$ cat config.mk
export PLATFORM = sky130hd
export DESIGN_NAME = seq_multiplier
export DESIGN_NICKNAME = d
export VERILOG_FILES = /design/src/rtl/seq_multiplier.sv
export SDC_FILE = /design/constraint.sdc
export NUM_CORES = 1
export LEC_CHECK = 0
export CORE_ASPECT_RATIO = 0.6
export CORE_MARGIN = 1.5
export CORE_UTILIZATION = 47
export CTS_BUF_LIST = sky130_fd_sc_hd__clkbuf_4
export DETAILED_ROUTE_END_ITERATION = 8
export HOLD_SLACK_MARGIN = 0.03
export PLACE_DENSITY_LB_ADDON = 0.2
export SYNTH_ARGS = -nofsm -noshare
export SYNTH_HDL_FRONTEND = slang
export SYNTH_SLANG_ARGS = --single-unit
export TNS_END_PERCENT = 50
$ cat constraint.sdc
create_clock -name clock -period 5.5 [get_ports clock]
set_input_delay 0.825 -clock clock [delete_from_list [all_inputs] [get_ports clock]]
set_output_delay 0.825 -clock clock [all_outputs]
set_load 0.01 [all_outputs]
$ cat src/rtl/seq_multiplier.sv
`default_nettype none
// ============================================================================
// Module   : seq_multiplier
// Brief    : Unsigned shift-and-add multiplier, WIDTH-cycle iteration,
//            valid/ready on both operand and product sides.
// Revision : 1.0 - initial release
// ============================================================================
module seq_multiplier #(
    parameter int WIDTH = 8
) (
    input  logic                 clock,
    input  logic                 reset_L,
    input  logic                 in_valid,
    output logic                 in_ready,
    input  logic [WIDTH-1:0]     A,
    input  logic [WIDTH-1:0]     B,
    output logic                 out_valid,
    input  logic                 out_ready,
    output logic [2*WIDTH-1:0]   P
);

    localparam int          c_CW   = (WIDTH > 1) ? $clog2(WIDTH) : 1;
    localparam logic [c_CW-1:0] c_LAST = c_CW'(WIDTH - 1);

    localparam logic [1:0]  c_IDLE = 2'd0;
    localparam logic [1:0]  c_CALC = 2'd1;
    localparam logic [1:0]  c_DONE = 2'd2;

    logic [1:0]           r_state;
    logic [1:0]           w_state_next;
    logic [2*WIDTH-1:0]   r_mcand;
    logic [WIDTH-1:0]     r_mplier;
    logic [2*WIDTH-1:0]   r_acc;
    logic [c_CW-1:0]      r_count;
    logic [2*WIDTH-1:0]   r_p;
    logic [2*WIDTH-1:0]   w_acc_next;
    logic                 w_last;

    assign w_acc_next = r_mplier[0] ? (r_acc + r_mcand) : r_acc;
    assign w_last     = (r_count == c_LAST);
    assign P          = r_p;

    always_ff @(posedge clock) begin
        if (!reset_L) begin
            r_state <= c_IDLE;
        end else begin
            r_state <= w_state_next;
        end
    end

    always_comb begin
        w_state_next = r_state;
        case (r_state)
            c_IDLE: if (in_valid)  w_state_next = c_CALC;
            c_CALC: if (w_last)    w_state_next = c_DONE;
            c_DONE: if (out_ready) w_state_next = c_IDLE;
            default:               w_state_next = c_IDLE;
        endcase
    end

    // Handshake flags decode from state only, keeping inputs off output paths.
    always_comb begin
        in_ready  = (r_state == c_IDLE);
        out_valid = (r_state == c_DONE);
    end

    always_ff @(posedge clock) begin
        if (!reset_L) begin
            r_mcand  <= '0;
            r_mplier <= '0;
            r_acc    <= '0;
            r_count  <= '0;
            r_p      <= '0;
        end else begin
            case (r_state)
                c_IDLE: begin
                    if (in_valid) begin
                        r_mcand  <= {{WIDTH{1'b0}}, A};
                        r_mplier <= B;
                        r_acc    <= '0;
                        r_count  <= '0;
                    end
                end
                c_CALC: begin
                    r_acc    <= w_acc_next;
                    r_mcand  <= r_mcand << 1;
                    r_mplier <= r_mplier >> 1;
                    r_count  <= r_count + c_CW'(1);
                    if (w_last) begin
                        r_p <= w_acc_next;
                    end
                end
                default: ;
            endcase
        end
    end

endmodule
`default_nettype wire

# ---- Word-level counts from Yosys, hierarchy flattened
# Cells that the tools add are included.
dict set report op_classes {
  n_addsub 2
  eq_ne 6
  n_mux 13
  reduce_logical 5
}
# cell n
set ops {}
lappend ops {{$pmux W16 S2} 2}
lappend ops {{$mux W16} 3}
lappend ops {{$add A16 B16 Y16} 1}
lappend ops {{$pmux W8 S2} 1}
lappend ops {{$mux W8} 1}
lappend ops {{$mux W2} 3}
lappend ops {{$pmux W2 S3} 1}
lappend ops {{$pmux W3 S2} 1}
lappend ops {{$ne A2 B2 Y1 const B} 2}
lappend ops {{$reduce_and A2 Y1} 2}
lappend ops {{$add A3 B1 Y3 const B} 1}
lappend ops {{$eq A3 B3 Y1 const B} 1}
lappend ops {{$mux W3} 1}
lappend ops {{$reduce_and A3 Y1} 1}
lappend ops {{$eq A2 B1 Y1 const B} 1}
lappend ops {{$eq A2 B2 Y1 const B} 1}
lappend ops {{$logic_not A2 Y1} 1}
lappend ops {{$ne A2 B1 Y1 const B} 1}
lappend ops {{$reduce_bool A2 Y1} 1}
dict set report totals {
  regBits 61
  input_bits 20
  out_inout_bits 18
  word_cells 32
}

# ---- Depth between registers and ports, before layout
# Gate-level depths: netlist of run 1.
dict set report logic_depth {
  depth_word 3
  ltp_mapped 8
  mapped_depth_nobuf 8
}

# ---- Least setup slack after synthesis of run 1
# OpenSTA, ideal clock, no wires.
dict set report synth_path {
  kind {register to register}
  from {register r_mcand[0]}
  to {register r_p[14] (netlist: P[14])}
  setup_ns 0.116
  arrival_ns 2.160
  required_time_ns 5.384
  setup_slack_ns 3.225
  stages_incl_launch_ff 9
  n_path_buf 0
  period_less_slack_ns 2.275
  cell_sequence {dfxtp_1 > ha_1 > fa_1 > a211oi_1 > o21a_1 > or3b_1 > a21oi_2 > or4_1 > and3_1}
}
dict set report synth_via {
  elab_chain_cells 2
}
# element line
set synth_lines {}
lappend synth_lines {{from (decl)} 31} ;# logic [2*WIDTH-1:0] r_mcand;
lappend synth_lines {{from (signal assigned)} 78} ;# r_mcand <= {{WIDTH{1'b0}}, A};
lappend synth_lines {{from (signal assigned)} 86} ;# r_mcand <= r_mcand << 1;
lappend synth_lines {{$add A16 B16 Y16} 39} ;# assign w_acc_next = r_mplier[0] ? (r_acc + r_mcand) : r_acc;
lappend synth_lines {{$mux W16} 39}
lappend synth_lines {{to (signal assigned)} 90} ;# r_p <= w_acc_next;
lappend synth_lines {{to (decl)} 35} ;# logic [2*WIDTH-1:0] r_p;
# No other way between the ends.
# A chain may end at the register's enable or synchronous reset.

# ---- Worst setup path in the final report of run 1
dict set report layout_path {
  from {register r_state[1]}
  to {output out_valid}
}
dict set report layout_via {
  elab_chain_cells 1
}
# element line
set layout_lines {}
lappend layout_lines {{from (decl)} 29} ;# logic [1:0] r_state;
lappend layout_lines {{from (signal assigned)} 45} ;# r_state <= c_IDLE;
lappend layout_lines {{from (signal assigned)} 47} ;# r_state <= w_state_next;
lappend layout_lines {{$eq A2 B2 Y1} 64} ;# out_valid = (r_state == c_DONE);
lappend layout_lines {{to (decl)} 17} ;# output logic out_valid,
# No other way between the ends.

==> reports/results.ini, run 1 <==
[clock_network]
cts_hold_buf = 0
cts.root.buffer_cell = clkbuf_4
h-tree-depth = 3
clock_latency_ns = 0.44
post_cts_buffers = 0
clkTransAtPathRegs_ns = 0.10
cts_resized = 0
cts_sinks = 61
clockBufferDepth = 2
cts_tree = built
cts_buffers = 9

[yosys]
synth-edff-count = 0
syn_area_mm2 = 0.003482
ys.flop_type = dfxtp_1
async_flop_share_pct = 0
synth-simple-area-share_pct = 21.95
synth_top_family_by_area = compound AO/OA/AOI/OAI gates
ys_types = 60
synth_compound_area_share_pct = 27.45
yosysWarnings = 0
ys_ff_latch = 61
syn_area_per_cell_um2 = 8.493
ys_seq_area_share_pct = 35.07
syn_inst = 410
synthMuxAreaShare_pct = 2.407
synth_nets = 448
synth_xor_area_share_pct = 2.767
synth-adder-area-share_pct = 6.683

[timing]
final_hold_viol_count = 0
skew_ns = 0.02137
fin_tns_setup_ns = 0
slew_headroom_pct = 31.45
holdWs_ns = 0.4981
finalCritPeriodShare_pct = 52.47
fmax_ghz = 0.3465
worstMarginPinSlew_ns = 1.028
fin_crit_ns = 2.886
rsz0062_at_grt = no
slew_viol_final = 0
setup_violations = 0

[floorplan]
die_y_um = 69.67
rows = 24
design.die.area_mm2 = 0.007951
core-area_mm2 = 0.007207
dieWidth_um = 114.1
initial_core_util_pct = 48.32
io_pins = 38

[route]
routed_wl_um = 8694
via_per_inst = 5.888
dr.pass1.iters = 5
detail_route.wl_per_cell_um = 16.47
drt_iter0_markers = 180
via_count = 3109
drcViolationCount = 0
ant_nets = 0

[power]
p_switching_mw = 0.2379
pwr-share-clk_pct = 34.4
pwr-share-seq_pct = 52.3
comb_power_share_pct = 13.3
fin_total_pwr_mw = 0.8880
p_sw_share_pct = 26.79
vdd_drop_max_v = 0.0001570
internal-power_mw = 0.6501
power_per_cell_area_mw_per_mm2 = 221.6
p_leak_nw = 1.596

[layout]
final_cell_count_no_fill = 528
num_antenna_cells = 0
layout-drive-gt1-share_pct = 9.153
fillers = 683
syn2layout_area_growth_pct = 15.09
regArea_mm2 = 0.001221
multi_input_area_mm2 = 0.002133
nets = 472

[global_route]
grt_max_degree = 67
grt_antenna_before_repair = 0
grt.overflow.total = 0
track_usage_pct = 23.51
grt_pass1_vias = 2964
grt_pass1_wl_um = 14680

[setup_path]
crit_type = flip-flop to primary output
cp_max_fo = 23
endpoint_kind = primary output
worst_ep_arrival_time_ns = 2.06
crit_required_ns = 4.68
reg2reg_to = P[14]
rrSetupSlack_ns = 2.92
setup.worst_path.start_class = flip-flop
r2r_cells = 8
reg2reg_from = r_mcand[0]

[flow_run]
max_cap_violations = 0

[worst_hold_path]
holdCritPathClass = flip-flop to flip-flop
worstHoldStart = r_acc[13]
hold_depth = 2
hold_end = r_acc[13]

[run_status]
status = complete, no violations

[place]
io_buffers = 37
gp_congestion = 0.8961
placed_cells = 514
dp_hpwl_um = 5867

[how the worst max path moves through the flow]
stage                     from         to  slack (ns)  cells past startpoint
global placement      in_valid  r_acc[12]        2.61                      6
global route        r_state[1]  out_valid        2.42                      2
finish              r_state[1]  out_valid        2.61                      2
detailed placement    in_valid  r_acc[12]        2.55                      6
CTS                 r_state[1]  out_valid        2.59                      2
floorplan           r_mcand[0]      P[14]        3.22                      8
[critical path: stages, from the launching register on]
cell             delay, ns
dfxtp_1               0.83
nor2b_1               0.25
clkdlybuf4s50_1       0.56
[metrics by stage]
step                area (µm²)  setup slack (ns)  util (%)
floorplan                 3482             3.225         -
global placement          3886             2.606     53.92
detailed placement        3886             2.554     53.92
CTS                       4008             2.592     55.61
global route              4008             2.416     55.61
finish                    4008             2.614     55.61
[synthesized netlist by cell type (4+ instances only)]
master    number  share of area, %
dfxtp_1       61                35
a21oi_1       37               5.3
nor2b_1       37               6.6
nor2_1        35               3.8
nand2_1       27               2.9
clkbuf_1      22               2.4
ha_1          17               6.1
o221a_2       14               4.5
a22oi_1       13               2.8
o21ai_0       11               1.6
o21ai_1       11               1.6
nand3_1       10               1.4
xnor2_1        9               2.3
a21o_1         8               1.7
mux2i_1        5               1.4
a32oi_1        4               1.0
and3_1         4              0.72
buf_1          4              0.43
inv_1          4              0.43
nand2b_1       4              0.72
nor3_1         4              0.57
o211ai_1       4              0.86
o21a_1         4              0.86
[metal layers]
metal / wire [µm] / GRT usage (%) / share of wire [%] / up-vias
met5: 0 / 0 / 0 / -
li1: - / - / - / 1551
met1: 4671 / 35.26 / 54 / 1466
met4: 68 / 6.250 / 0.78 / 0
met3: 561 / 8.741 / 6.5 / 8
met2: 3393 / 31.06 / 39 / 84
[final cells by class]
class	instances	share of cell area [%]
multi-input combinational	316	53.23
timing repair buffer	42	10.05
clock buffer	11	2.061
sequential	61	30.47
clock inverter	3	0.9678
inverter	4	0.3746
tap	91	2.841
[kinds of logic after synthesis]
kind of cell               after synthesis
muxes                                    8
buffers and inverters                   33
adders and majority gates               18
AOI/OAI and AO/OA                      134
xor gates and xnor gates                11
and+or+nand+nor                        145
DFF                                     61
[registers in the layout, summed over array words and instances (netlist names)]
signal and flops:
r_state 2, r_acc 16, P 16, r_mplier 8
r_count 3, r_mcand 16
[power groups by stage]
| stage | Combinational (mW) | Clock (mW) | Sequential [mW] |
|---|---|---|---|
| after floorplan | 0.0829 | 0 | 0.472 |
| after global placement | 0.115 | 0 | 0.474 |
| after detailed placement | 0.117 | 0 | 0.475 |
| after CTS | 0.118 | 0.311 | 0.464 |
| after global routing | 0.131 | 0.336 | 0.467 |
| final | 0.118 | 0.305 | 0.465 |
[cell usage in the layout (no fill, tap or decap), types with 3 or more instances in the layout]
cell	synthesis	routed
buf_4	0	5
nand2b_1	4	4
o21ai_0	11	11
and2_1	3	3
nor2b_1	37	37
a21oi_1	37	37
nand2_1	27	27
a31oi_1	3	3
nor3b_1	3	3
a32oi_1	4	4
o211ai_1	4	4
nor2_1	35	35
nor3_1	4	4
a21o_1	8	8
ha_1	17	17
nand3_1	10	10
and3_1	4	4
a22oi_1	13	13
clkbuf_4	0	11
mux2i_1	5	5
o31a_1	3	3
inv_1	4	4
dfxtp_1	61	61
o211a_1	3	3
clkdlybuf4s50_1	0	36
o221a_2	14	14
xnor2_1	9	9
o21ai_1	11	11
o21a_1	4	4
Note: power is estimated with default switching activity, not from simulation.
==> inputs of run 2 (changes only) <==
==> constraint.sdc (replaced) <==
create_clock -name clock -period 2.7 [get_ports clock]
set_input_delay 0.405 -clock clock [delete_from_list [all_inputs] [get_ports clock]]
set_output_delay 0.405 -clock clock [all_outputs]
set_load 0.01 [all_outputs]
==> reports/results.ini, run 2 (synthesis gave the netlist of run 1 again) <==
[run_status]
status = complete, no violations

[setup_path]
worst_ep_arrival_time_ns = 2.76
cp_max_fo = 4
r2r_cells = 8
setup.worst_path.start_class = flip-flop
crit_type = flip-flop to flip-flop
reg2reg_to = P[14]
rrSetupSlack_ns = 0.26
crit_required_ns = 3.01
endpoint_kind = flip-flop
reg2reg_from = r_mcand[0]

[timing]
fin_tns_setup_ns = 0
setup_violations = 0
slew_viol_final = 0
rsz0062_at_grt = no
final_hold_viol_count = 0
holdWs_ns = 0.4130
slew_headroom_pct = 51.40
fmax_ghz = 0.4090
worstMarginPinSlew_ns = 0.7280
fin_crit_ns = 2.445
skew_ns = 0.007815
finalCritPeriodShare_pct = 90.55

[global_route]
grt_pass1_vias = 2845
grt_antenna_before_repair = 0
grt_pass1_wl_um = 14740
grt_max_degree = 49
grt.overflow.total = 0
track_usage_pct = 23.80

[route]
detail_route.wl_per_cell_um = 16.54
routed_wl_um = 8866
dr.pass1.iters = 5
drcViolationCount = 0
via_per_inst = 5.858
via_count = 3140
drt_iter0_markers = 193
ant_nets = 0

[layout]
fillers = 655
num_antenna_cells = 0
layout-drive-gt1-share_pct = 10.79
final_cell_count_no_fill = 536
fin_util_pct = 56.09
layout_common_cells = 61 x dfxtp_1, 37 x nor2b_1, 37 x a21oi_1
layout_commonest_cell = dfxtp_1
final_area_mm2 = 0.004043
nets = 479
syn2layout_area_growth_pct = 16.10

[clock_network]
clockBufferDepth = 2
cts_hold_buf = 0
h-tree-depth = 3
cts.root.buffer_cell = clkbuf_4
cts_tree = built
cts_resized = 0
post_cts_buffers = 0
clkTransAtPathRegs_ns = 0.10
cts_buffers = 9
clock_latency_ns = 0.42
cts_sinks = 61

[flow_run]
max_cap_violations = 0

[place]
io_buffers = 37
placed_cells = 521
gp_congestion = 0.9562
dp_hpwl_um = 6365
dpl_cell_area_mm2 = 0.003939

[floorplan]
design.die.area_mm2 = 0.007951
io_pins = 38
rows = 24
initial_core_util_pct = 48.32
dieWidth_um = 114.1
core-area_mm2 = 0.007207
die_y_um = 69.67

[power]
power_per_cell_area_mw_per_mm2 = 427.5
vdd_drop_max_v = 0.0002512
p_leak_nw = 1.625

[worst_hold_path]
holdCritPathClass = input port to flip-flop
worstHoldStart = reset_L
hold_depth = 2
hold_end = P[12]

==> run 2: cell types whose count changed in the layout (fill, tap and decap cells not counted) <==
cell | before | now
bufinv_16 | 1 | 0
buf_4 | 5 | 12
clkinv_2 | 1 | 2
clkbuf_4 | 11 | 12
==> run 2: area by class of cell <==
class	instances	area (µm²)	share of cell area (%)
inverters	4	15.01	0.3714
repair buffers	49	455.4	11.27
well taps	91	113.9	2.816
clock buffers	12	90.09	2.228
multi-input cells	316	2133	52.77
flip-flops and latches	61	1221	30.21
clock inverters	3	13.76	0.3405
==> run 2: worst max path at each step <==
stage	from	end	cells past startpoint
floorplan	r_mcand[0]	P[14]	8
global placement	r_mcand[0]	P[14]	8
detailed placement	r_mcand[0]	P[14]	8
CTS	r_mcand[0]	P[14]	8
global route	r_mcand[0]	P[14]	8
finish	r_mcand[0]	P[14]	8
==> run 2: layer usage <==
metal  GRT usage, %  vias to the layer above  wire [µm]
met5              0                        -          0
met4          6.528                        0         92
met3          6.643                        9        530
met2          29.59                       78       3267
met1          38.57                     1478       4975
li1               -                     1575          -
==> run 2: through the flow <==
step                      power, mW  worst slack [ns]
after global placement        1.210            0.3120
after global routing          1.818            0.1264
after floorplan               1.130            0.4246
after detailed placement      1.212            0.2797
final                         1.728            0.2550
after CTS                     1.744            0.2488
==> run 2: worst max-delay path, stage by stage, from the launching register on <==
cell and delay (ns):
dfxtp_1 0.35, ha_1 0.25, fa_1 0.44, a211oi_1 0.29, o21a_1 0.18, or3b_1 0.18, a21oi_2 0.09, or4_1 0.39
and3_1 0.17
==> run 2: power breakdown <==
part           internal [mW]  leakage, nW  switching [mW]
clock                  0.210       0.0646           0.322
combinational          0.114         1.06           0.123
sequential             0.926        0.496          0.0332
==> inputs of run 3 (changes only) <==
==> constraint.sdc (replaced) <==
create_clock -name clock -period 2.75 [get_ports clock]
set_input_delay 0.4125 -clock clock [delete_from_list [all_inputs] [get_ports clock]]
set_output_delay 0.4125 -clock clock [all_outputs]
set_load 0.01 [all_outputs]
==> reports/results.ini, run 3 (synthesis gave the netlist of run 1 again) <==
[global_route]
track_usage_pct = 24.38
grt_max_degree = 46
grt_pass1_wl_um = 15000
grt.overflow.total = 0
grt_antenna_before_repair = 0
grt_pass1_vias = 2942

[power]
fin_total_pwr_mw = 1.674
vdd_drop_max_v = 0.0002628
power_per_cell_area_mw_per_mm2 = 416.2
p_leak_nw = 1.607

[route]
drt_iter0_markers = 188
dr.pass1.iters = 5
via_per_inst = 5.838
via_count = 3106
ant_nets = 0
drcViolationCount = 0
routed_wl_um = 8897
detail_route.wl_per_cell_um = 16.72

[place]
io_buffers = 37
dp_hpwl_um = 6224
gp_congestion = 0.9179

[clock_network]
cts.root.buffer_cell = clkbuf_4
post_cts_buffers = 0
cts_resized = 0
cts_sinks = 61
clockBufferDepth = 2
cts_hold_buf = 0
cts_tree = built
clock_latency_ns = 0.43
clkTransAtPathRegs_ns = 0.10
cts_buffers = 9
h-tree-depth = 3

[timing]
slew_viol_final = 0
fin_tns_setup_ns = 0
worstMarginPinSlew_ns = 0.7692
fin_crit_ns = 2.473
rsz0062_at_grt = no
final_hold_viol_count = 0
skew_ns = 0.01026
fmax_ghz = 0.4044
setup_violations = 0
slew_headroom_pct = 48.60
finalCritPeriodShare_pct = 89.92

[floorplan]
design.die.area_mm2 = 0.007951
die_y_um = 69.67
initial_core_util_pct = 48.32
io_pins = 38
dieWidth_um = 114.1
rows = 24
core-area_mm2 = 0.007207

[layout]
num_antenna_cells = 0
nets = 476
fillers = 652
syn2layout_area_growth_pct = 15.49
layout_commonest_cell = dfxtp_1
layout_common_cells = 61 x dfxtp_1, 37 x nor2b_1, 37 x a21oi_1
layout-drive-gt1-share_pct = 9.751

[setup_path]
worst_ep_arrival_time_ns = 2.81
endpoint_kind = flip-flop
reg2reg_from = r_mcand[0]
crit_required_ns = 3.09
r2r_cells = 8
cp_max_fo = 4
reg2reg_to = P[14]
setup.worst_path.start_class = flip-flop
crit_type = flip-flop to flip-flop
rrSetupSlack_ns = 0.28

[worst_hold_path]
holdCritPathClass = input port to flip-flop
hold_depth = 2
hold_end = P[12]
worstHoldStart = reset_L

[run_status]
status = complete, no violations

[flow_run]
max_cap_violations = 0

==> run 3: cell types whose count changed in the layout (fill, tap and decap cells not counted) <==
cell,before,now
clkinv_1,1,2
buf_12,0,1
clkbuf_4,12,10
buf_4,12,8
==> run 3: worst max path at each step <==
stage / slack (ns) / end / cells after the start / from
floorplan: 0.47 / P[14] / 8 / r_mcand[0]
global placement: 0.36 / P[14] / 8 / r_mcand[0]
detailed placement: 0.31 / P[14] / 8 / r_mcand[0]
CTS: 0.26 / out_valid / 2 / r_state[1]
global route: 0.09 / P[14] / 8 / r_mcand[0]
finish: 0.28 / P[14] / 8 / r_mcand[0]
==> run 3: routing by layer <==
metal,up-vias,wire length [µm],track usage (%)
met2,90,3323,30.99
met1,1442,4737,38.60
met4,0,102,7.361
li1,1565,-,-
met5,-,0,0
met3,9,734,6.818
==> run 3: power by group <==
part / switching [mW] / internal (mW) / total [mW]
clock network: 0.320 / 0.177 / 0.497
registers: 0.0292 / 0.909 / 0.938
logic: 0.125 / 0.114 / 0.239
total: 0.474 / 1.20 / 1.67
==> run 3: metrics by stage <==
stage               utilization [%]  hold slack [ns]  setup slack [ns]  cells  cell area [µm²]
finish                        55.80           0.4104            0.2771    532             4021
global route                  55.80           0.4222           0.08643    532             4021
CTS                           55.80           0.3952            0.2610    532             4021
detailed placement            54.51           0.4808            0.3057    518             3929
global placement              54.51           0.4671            0.3634    518             3929
floorplan                         -           0.4529            0.4746    410             3482
==> run 3: cell type report <==
cell class / count / area, µm² / area share [%]
multi-input cells: 316 / 2133 / 53.05
inverters: 4 / 15.01 / 0.3734
clock buffers: 10 / 75.07 / 1.867
well taps: 91 / 113.9 / 2.831
repair buffers: 46 / 445.4 / 11.08
flip-flops and latches: 61 / 1221 / 30.37
clock inverters: 4 / 17.52 / 0.4356
==> run 3: critical path: stages (launching register included) <==
cell	delay, ns
dfxtp_1	0.34
ha_1	0.25
fa_1	0.44
a211oi_1	0.31
o21a_1	0.19
or3b_1	0.19
a21oi_2	0.09
or4_1	0.40
and3_1	0.17
